`src/rtl/bit_serial_alu_ctrl.sv`:
```
// Bit-serial 8-bit ALU controller: latches an operation on Start, processes one
// bit per cycle LSB first, then presents Result/Cout/Zero with a one-cycle Done pulse.
module bit_serial_alu_ctrl (
  input  logic       clk,
  input  logic       reset,
  input  logic       Start,
  input  logic       Mode,
  input  logic [1:0] Select,
  input  logic [7:0] A,
  input  logic [7:0] B,
  output logic       Busy,
  output logic       Done,
  output logic [7:0] Result,
  output logic       Cout,
  output logic       Zero
);

  localparam int unsigned W  = 8;
  localparam int unsigned CW = 3;

  localparam logic [1:0] SEL_AND = 2'b00;
  localparam logic [1:0] SEL_OR  = 2'b01;
  localparam logic [1:0] SEL_XOR = 2'b10;
  localparam logic [1:0] SEL_NOT = 2'b11;

  localparam logic [1:0] SEL_ADD = 2'b00;
  localparam logic [1:0] SEL_SUB = 2'b01;
  localparam logic [1:0] SEL_INC = 2'b10;
  localparam logic [1:0] SEL_DEC = 2'b11;

  typedef enum logic [1:0] {
    S_IDLE = 2'b00,
    S_RUN  = 2'b01,
    S_DONE = 2'b10
  } state_e;

  state_e          state_q,  state_d;
  logic [CW-1:0]   cnt_q,    cnt_d;
  logic            carry_q,  carry_d;
  logic            mode_q,   mode_d;
  logic [1:0]      sel_q,    sel_d;
  logic [W-1:0]    a_q,      a_d;
  logic [W-1:0]    b_q,      b_d;
  logic [W-1:0]    sh_q,     sh_d;
  logic            busy_q,   busy_d;
  logic            done_q,   done_d;
  logic [W-1:0]    result_q, result_d;
  logic            cout_q,   cout_d;
  logic            zero_q,   zero_d;

  logic            a_bit_c;
  logic            b_eff_c;
  logic            bit_c;
  logic            carry_nxt_c;
  logic            carry_init_c;
  logic [W-1:0]    sh_nxt_c;

  // Single-bit datapath: operates on the current LSB of the shifting operands.
  always_comb begin
    a_bit_c     = a_q[0];
    b_eff_c     = 1'b0;
    bit_c       = 1'b0;
    carry_nxt_c = 1'b0;
    if (!mode_q) begin
      case (sel_q)
        SEL_AND: bit_c = a_bit_c & b_q[0];
        SEL_OR:  bit_c = a_bit_c | b_q[0];
        SEL_XOR: bit_c = a_bit_c ^ b_q[0];
        SEL_NOT: bit_c = ~a_bit_c;
        default: bit_c = 1'b0;
      endcase
    end else begin
      case (sel_q)
        SEL_ADD: b_eff_c = b_q[0];
        SEL_SUB: b_eff_c = ~b_q[0];
        SEL_INC: b_eff_c = 1'b0;
        SEL_DEC: b_eff_c = 1'b1;
        default: b_eff_c = 1'b0;
      endcase
      bit_c       = a_bit_c ^ b_eff_c ^ carry_q;
      carry_nxt_c = (a_bit_c & b_eff_c) | (a_bit_c & carry_q) | (b_eff_c & carry_q);
    end
    sh_nxt_c = {bit_c, sh_q[W-1:1]};
  end

  // SUB and INC seed the adder with a carry of one; everything else starts at zero.
  always_comb begin
    carry_init_c = Mode & ((Select == SEL_SUB) | (Select == SEL_INC));
  end

  // Next-state and registered-output logic.
  always_comb begin
    state_d  = state_q;
    cnt_d    = cnt_q;
    carry_d  = carry_q;
    mode_d   = mode_q;
    sel_d    = sel_q;
    a_d      = a_q;
    b_d      = b_q;
    sh_d     = sh_q;
    busy_d   = busy_q;
    done_d   = 1'b0;
    result_d = result_q;
    cout_d   = cout_q;
    zero_d   = zero_q;

    case (state_q)
      S_IDLE: begin
        if (Start) begin
          state_d = S_RUN;
          mode_d  = Mode;
          sel_d   = Select;
          a_d     = A;
          b_d     = B;
          cnt_d   = '0;
          carry_d = carry_init_c;
          sh_d    = '0;
          busy_d  = 1'b1;
        end
      end

      S_RUN: begin
        a_d     = {1'b0, a_q[W-1:1]};
        b_d     = {1'b0, b_q[W-1:1]};
        sh_d    = sh_nxt_c;
        carry_d = carry_nxt_c;
        cnt_d   = cnt_q + CW'(1);
        // Last bit: the counter wraps to zero here and the result is published.
        if (cnt_q == CW'(W - 1)) begin
          state_d  = S_DONE;
          done_d   = 1'b1;
          result_d = sh_nxt_c;
          cout_d   = mode_q & carry_nxt_c;
          zero_d   = (sh_nxt_c == '0);
        end
      end

      S_DONE: begin
        state_d = S_IDLE;
        busy_d  = 1'b0;
      end

      default: begin
        state_d = S_IDLE;
        busy_d  = 1'b0;
      end
    endcase
  end

  always_ff @(posedge clk) begin
    if (reset) begin
      state_q  <= S_IDLE;
      cnt_q    <= '0;
      carry_q  <= 1'b0;
      mode_q   <= 1'b0;
      sel_q    <= '0;
      a_q      <= '0;
      b_q      <= '0;
      sh_q     <= '0;
      busy_q   <= 1'b0;
      done_q   <= 1'b0;
      result_q <= '0;
      cout_q   <= 1'b0;
      zero_q   <= 1'b1;
    end else begin
      state_q  <= state_d;
      cnt_q    <= cnt_d;
      carry_q  <= carry_d;
      mode_q   <= mode_d;
      sel_q    <= sel_d;
      a_q      <= a_d;
      b_q      <= b_d;
      sh_q     <= sh_d;
      busy_q   <= busy_d;
      done_q   <= done_d;
      result_q <= result_d;
      cout_q   <= cout_d;
      zero_q   <= zero_d;
    end
  end

  assign Busy   = busy_q;
  assign Done   = done_q;
  assign Result = result_q;
  assign Cout   = cout_q;
  assign Zero   = zero_q;

endmodule

```
`config.mk`:
```
export PLATFORM = sky130hd
export DESIGN_NAME = bit_serial_alu_ctrl
export DESIGN_NICKNAME = d
export VERILOG_FILES = /design/src/rtl/bit_serial_alu_ctrl.sv
export SDC_FILE = /design/constraint.sdc
export NUM_CORES = 1
export LEC_CHECK = 0
export ABC_AREA = 1
export ABC_CLOCK_PERIOD_IN_PS = 1400
export CAP_MARGIN = 20
export CORE_UTILIZATION = 46
export CTS_CLUSTER_DIAMETER = 50
export CTS_CLUSTER_SIZE = 12
export DETAILED_ROUTE_END_ITERATION = 8
export PLACE_DENSITY = 0.74
export SLEW_MARGIN = 20
export SYNTH_ARGS = -nofsm -noshare
export SYNTH_HDL_FRONTEND = slang
export SYNTH_SLANG_ARGS = --single-unit
```
`constraint.sdc`:
```
create_clock -name clk -period 1.4 [get_ports clk]
set_input_delay 0.35 -clock clk [delete_from_list [all_inputs] [get_ports clk]]
set_output_delay 0.35 -clock clk [all_outputs]
set_load 0.02 [all_outputs]
```
==> flow_summary.json <==
{
  "grtUsageMet1": 0.227,
  "hold_depth": 2,
  "r2r_cells": 7,
  "start_util": 0.479,
  "grt_antenna_before_repair": 0,
  "clk_latency_ps": 300,
  "fillerInstances": 351,
  "tightest_slew_ps": 339,
  "hold_end": "a_q[3]$_SDFFE_PP0P_",
  "ys_warn_count": 0,
  "violations": "negative setup slack",
  "post-route-period-util": 1.11,
  "dp_hpwl_mm": 2.67,
  "r2r_setup_slack_ps": -150,
  "overflow": 0,
  "track_usage": 0.190,
  "nets": 322,
  "path_clk_slew_ps": 90,
  "reg2reg_from": "sel_q[1]$_SDFFE_PP0P_",
  "cts_buffers": 5,
  "power.total_uw": 2760,
  "core_area_um2": 3970,
  "root_buffer": "clkbuf_8",
  "rsz0062_at_grt": "yes",
  "synth_nets": 277,
  "timing.hold.ws_ps": 449,
  "ant_nets": 0,
  "critPathSlowestCell": "fa_1",
  "cts_sinks": 44,
  "hp-class": "register to register",
  "yosysTopAreaCell": "dfxtp_1",
  "startpoint_type": "register",
  "antenna-diode-count": 0,
  "area_growth_pct": 31.1,
  "max_freq_mhz": 644,
  "ys_seq_area_frac": 0.463,
  "use_met2": 0.328,
  "syn_area_um2": 1900,
  "hold_viol_final": 0,
  "drv_cap": 0,
  "via_count": 1681,
  "route.detailed.drc": 0,
  "first_iter_violations": 83,
  "synth-edff-count": 0,
  "r2r-end": "Result[7]$_SDFFE_PP0P_",
  "portBuffers": 33,
  "dieArea_um2": 4390,
  "die_w_um": 66.3,
  "synth_ff_type": "dfxtp_1",
  "via_per_inst": 4.86,
  "crit_type": "register to register",
  "cp.required_ps": 1600,
  "power_density_nw_per_um2": 1110,
  "status": "finished with violations",
  "crit_path_frequent_cell": "nand2_1",
  "max-vdd-ir-drop_mv": 0.739,
  "grt_pass1_wl_mm": 6.19,
  "endpoint_kind": "register",
  "synthCells": 250,
  "io_pins": 34,
  "ys_seq_elements": 44,
  "holdBufCountCts": 0,
  "arrival_ps": 1760,
  "hp-start": "a_q[3]$_SDFFE_PP0P_",
  "syn-mean-instance-area_um2": 7.60,
  "drive_above_1_share": 0.145,
  "slowest_delay_ps": 420,
  "setup_ws_ps": -153,
  "grt_max_degree": 35,
  "yosysTopAreaCellShare": 0.463,
  "wl_per_cell_um": 10.7,
  "cp_cell_sequence": "nor2_4 > mux2i_1 > fa_1 > nand2_1 > nand2_1 > o21bai_1 > inv_1",
  "globalplace.congestion": 0.804,
  "met3_usage": 0.0569,
  "die_y_um": 66.3,
  "ys_types": 27,
  "critPathMaxFanout": 3,
  "wl_mm": 3.72,
  "num_rows": 23,
  "finClkSkew_ps": 9.80,
  "final.min_clock_period_ps": 1550,
  "setup_violations": 3,
  "first_pass_iters": 6,
  "leakage_uw": 0.00112,
  "fin_tns_setup_ps": -421,
  "grt_pass1_vias": 1450,
  "relSlewSlack": 0.772,
  "finalMaxSlewViolations": 0,
  "busiest_layer": "met2",
  "synthArstFlopShare": 0,
  "cts_htree_levels": 2,
  "synth_area_leaders": "dfxtp_1 (46%), nand2_1 (11%), a21oi_1 (8.2%)",
  "cts_tree": "built",
  "cts_buffer_depth": 2,
  "pre_cts_slack_ps": -268
}
[power by group]
| group | switching [uW] | internal, uW | total (uW) |
|---|---|---|---|
| clock network | 435 | 537 | 972 |
| logic | 231 | 209 | 441 |
| registers | 32.8 | 1320 | 1350 |
| total | 699 | 2060 | 2760 |
[final cells by class]
class / count / area, um2 / share of cell area
Multi-Input combinational cell: 163 / 843 / 0.338
Clock inverter: 3 / 47.5 / 0.0191
Clock buffer: 5 / 68.8 / 0.0276
Sequential cell: 44 / 885 / 0.355
Inverter: 31 / 116 / 0.0467
Tap cell: 50 / 62.6 / 0.0251
Timing Repair Buffer: 50 / 469 / 0.188
[critical path, delay by kind of cell (launching register included)]
| kind | cells | cell delay [ps] |
|---|---|---|
| buffers and inverters | 1 | 40 |
| flip-flops | 1 | 350 |
| AO/OA/AOI/OAI | 1 | 120 |
| adder cells (fa/ha/maj) | 1 | 420 |
| multiplexers | 1 | 260 |
| AND/OR/NAND/NOR | 3 | 260 |
[cell usage after synthesis, drive strengths merged (2+ instances only)]
library cell / n
a21oi: 31
nand2: 58
nand3: 8
clkbuf: 4
o21ai: 38
dfxtp: 44
nor2: 15
ha: 4
inv: 31
buf: 8
nand4: 2
[kinds of logic after synthesis]
group / synth area share
multiplexers: 0.00527
buffers and inverters: 0.0987
AND/OR/NAND/NOR: 0.194
flip-flops: 0.463
adder cells (fa/ha/maj): 0.0369
AO/OA/AOI/OAI: 0.197
XOR/XNOR: 0.00461
[per-stage QoR]
stage          instance area, um2  cells  utilization
2_1_floorplan                1900    250            -
3_3_place_gp                 2370    337        0.597
3_5_place_dp                 2370    337        0.597
4_1_cts                      2480    346        0.625
5_1_grt                      2490    346        0.628
6_report                     2490    346        0.628
[routing by layer]
| metal | vias to the layer above | part of all wire |
|---|---|---|
| met2 | 25 | 0.47 |
| met3 | 2 | 0.036 |
| met4 | 0 | 0.0065 |
| met5 | - | 0 |
| li1 | 896 | - |
| met1 | 758 | 0.49 |
[what timing repair did]
item	in CTS	in global routing
pin swaps	2	3
resized for setup	14	6
setup buffers	1	0
setup endpoints to repair	15	7
[layout by cell type, fill, tap and decap left out, types with 3 or more instances in the layout]
cell type        instances
a21oi_1                 31
ha_1                     4
o21ai_1                 10
nand2_1                 57
inv_2                    4
nand3_1                  8
dfxtp_1                 41
clkdlybuf4s50_1         21
o21ai_0                 23
clkbuf_8                 5
buf_4                   15
inv_1                   27
o21ai_2                  5
nor2_1                  10
dfxtp_2                  3
dlygate4sd2_1           11
[sequential cells by signal, indices dropped and copies added, names as in the netlist]
signal,cells
Zero,1
a_q,8
sel_q,2
cnt_q,3
mode_q,1
Busy,1
Cout,1
carry_q,1
Done,1
state_q,2
sh_q,7
b_q,8
Result,8
[how the worst max path moves through the flow]
stage	cells past startpoint	end	from	slack [ps]
floorplan	7	Result[7]$_SDFFE_PP0P_	sel_q[0]$_SDFFE_PP0P_	-80
global placement	7	mode_q$_SDFFE_PP0P_	Start	-260
detailed placement	7	mode_q$_SDFFE_PP0P_	Start	-270
CTS	7	Result[7]$_SDFFE_PP0P_	sel_q[1]$_SDFFE_PP0P_	-150
global route	7	Result[7]$_SDFFE_PP0P_	sel_q[1]$_SDFFE_PP0P_	-250
finish	7	Result[7]$_SDFFE_PP0P_	sel_q[1]$_SDFFE_PP0P_	-150
Note: power is estimated with default switching activity, not from simulation.
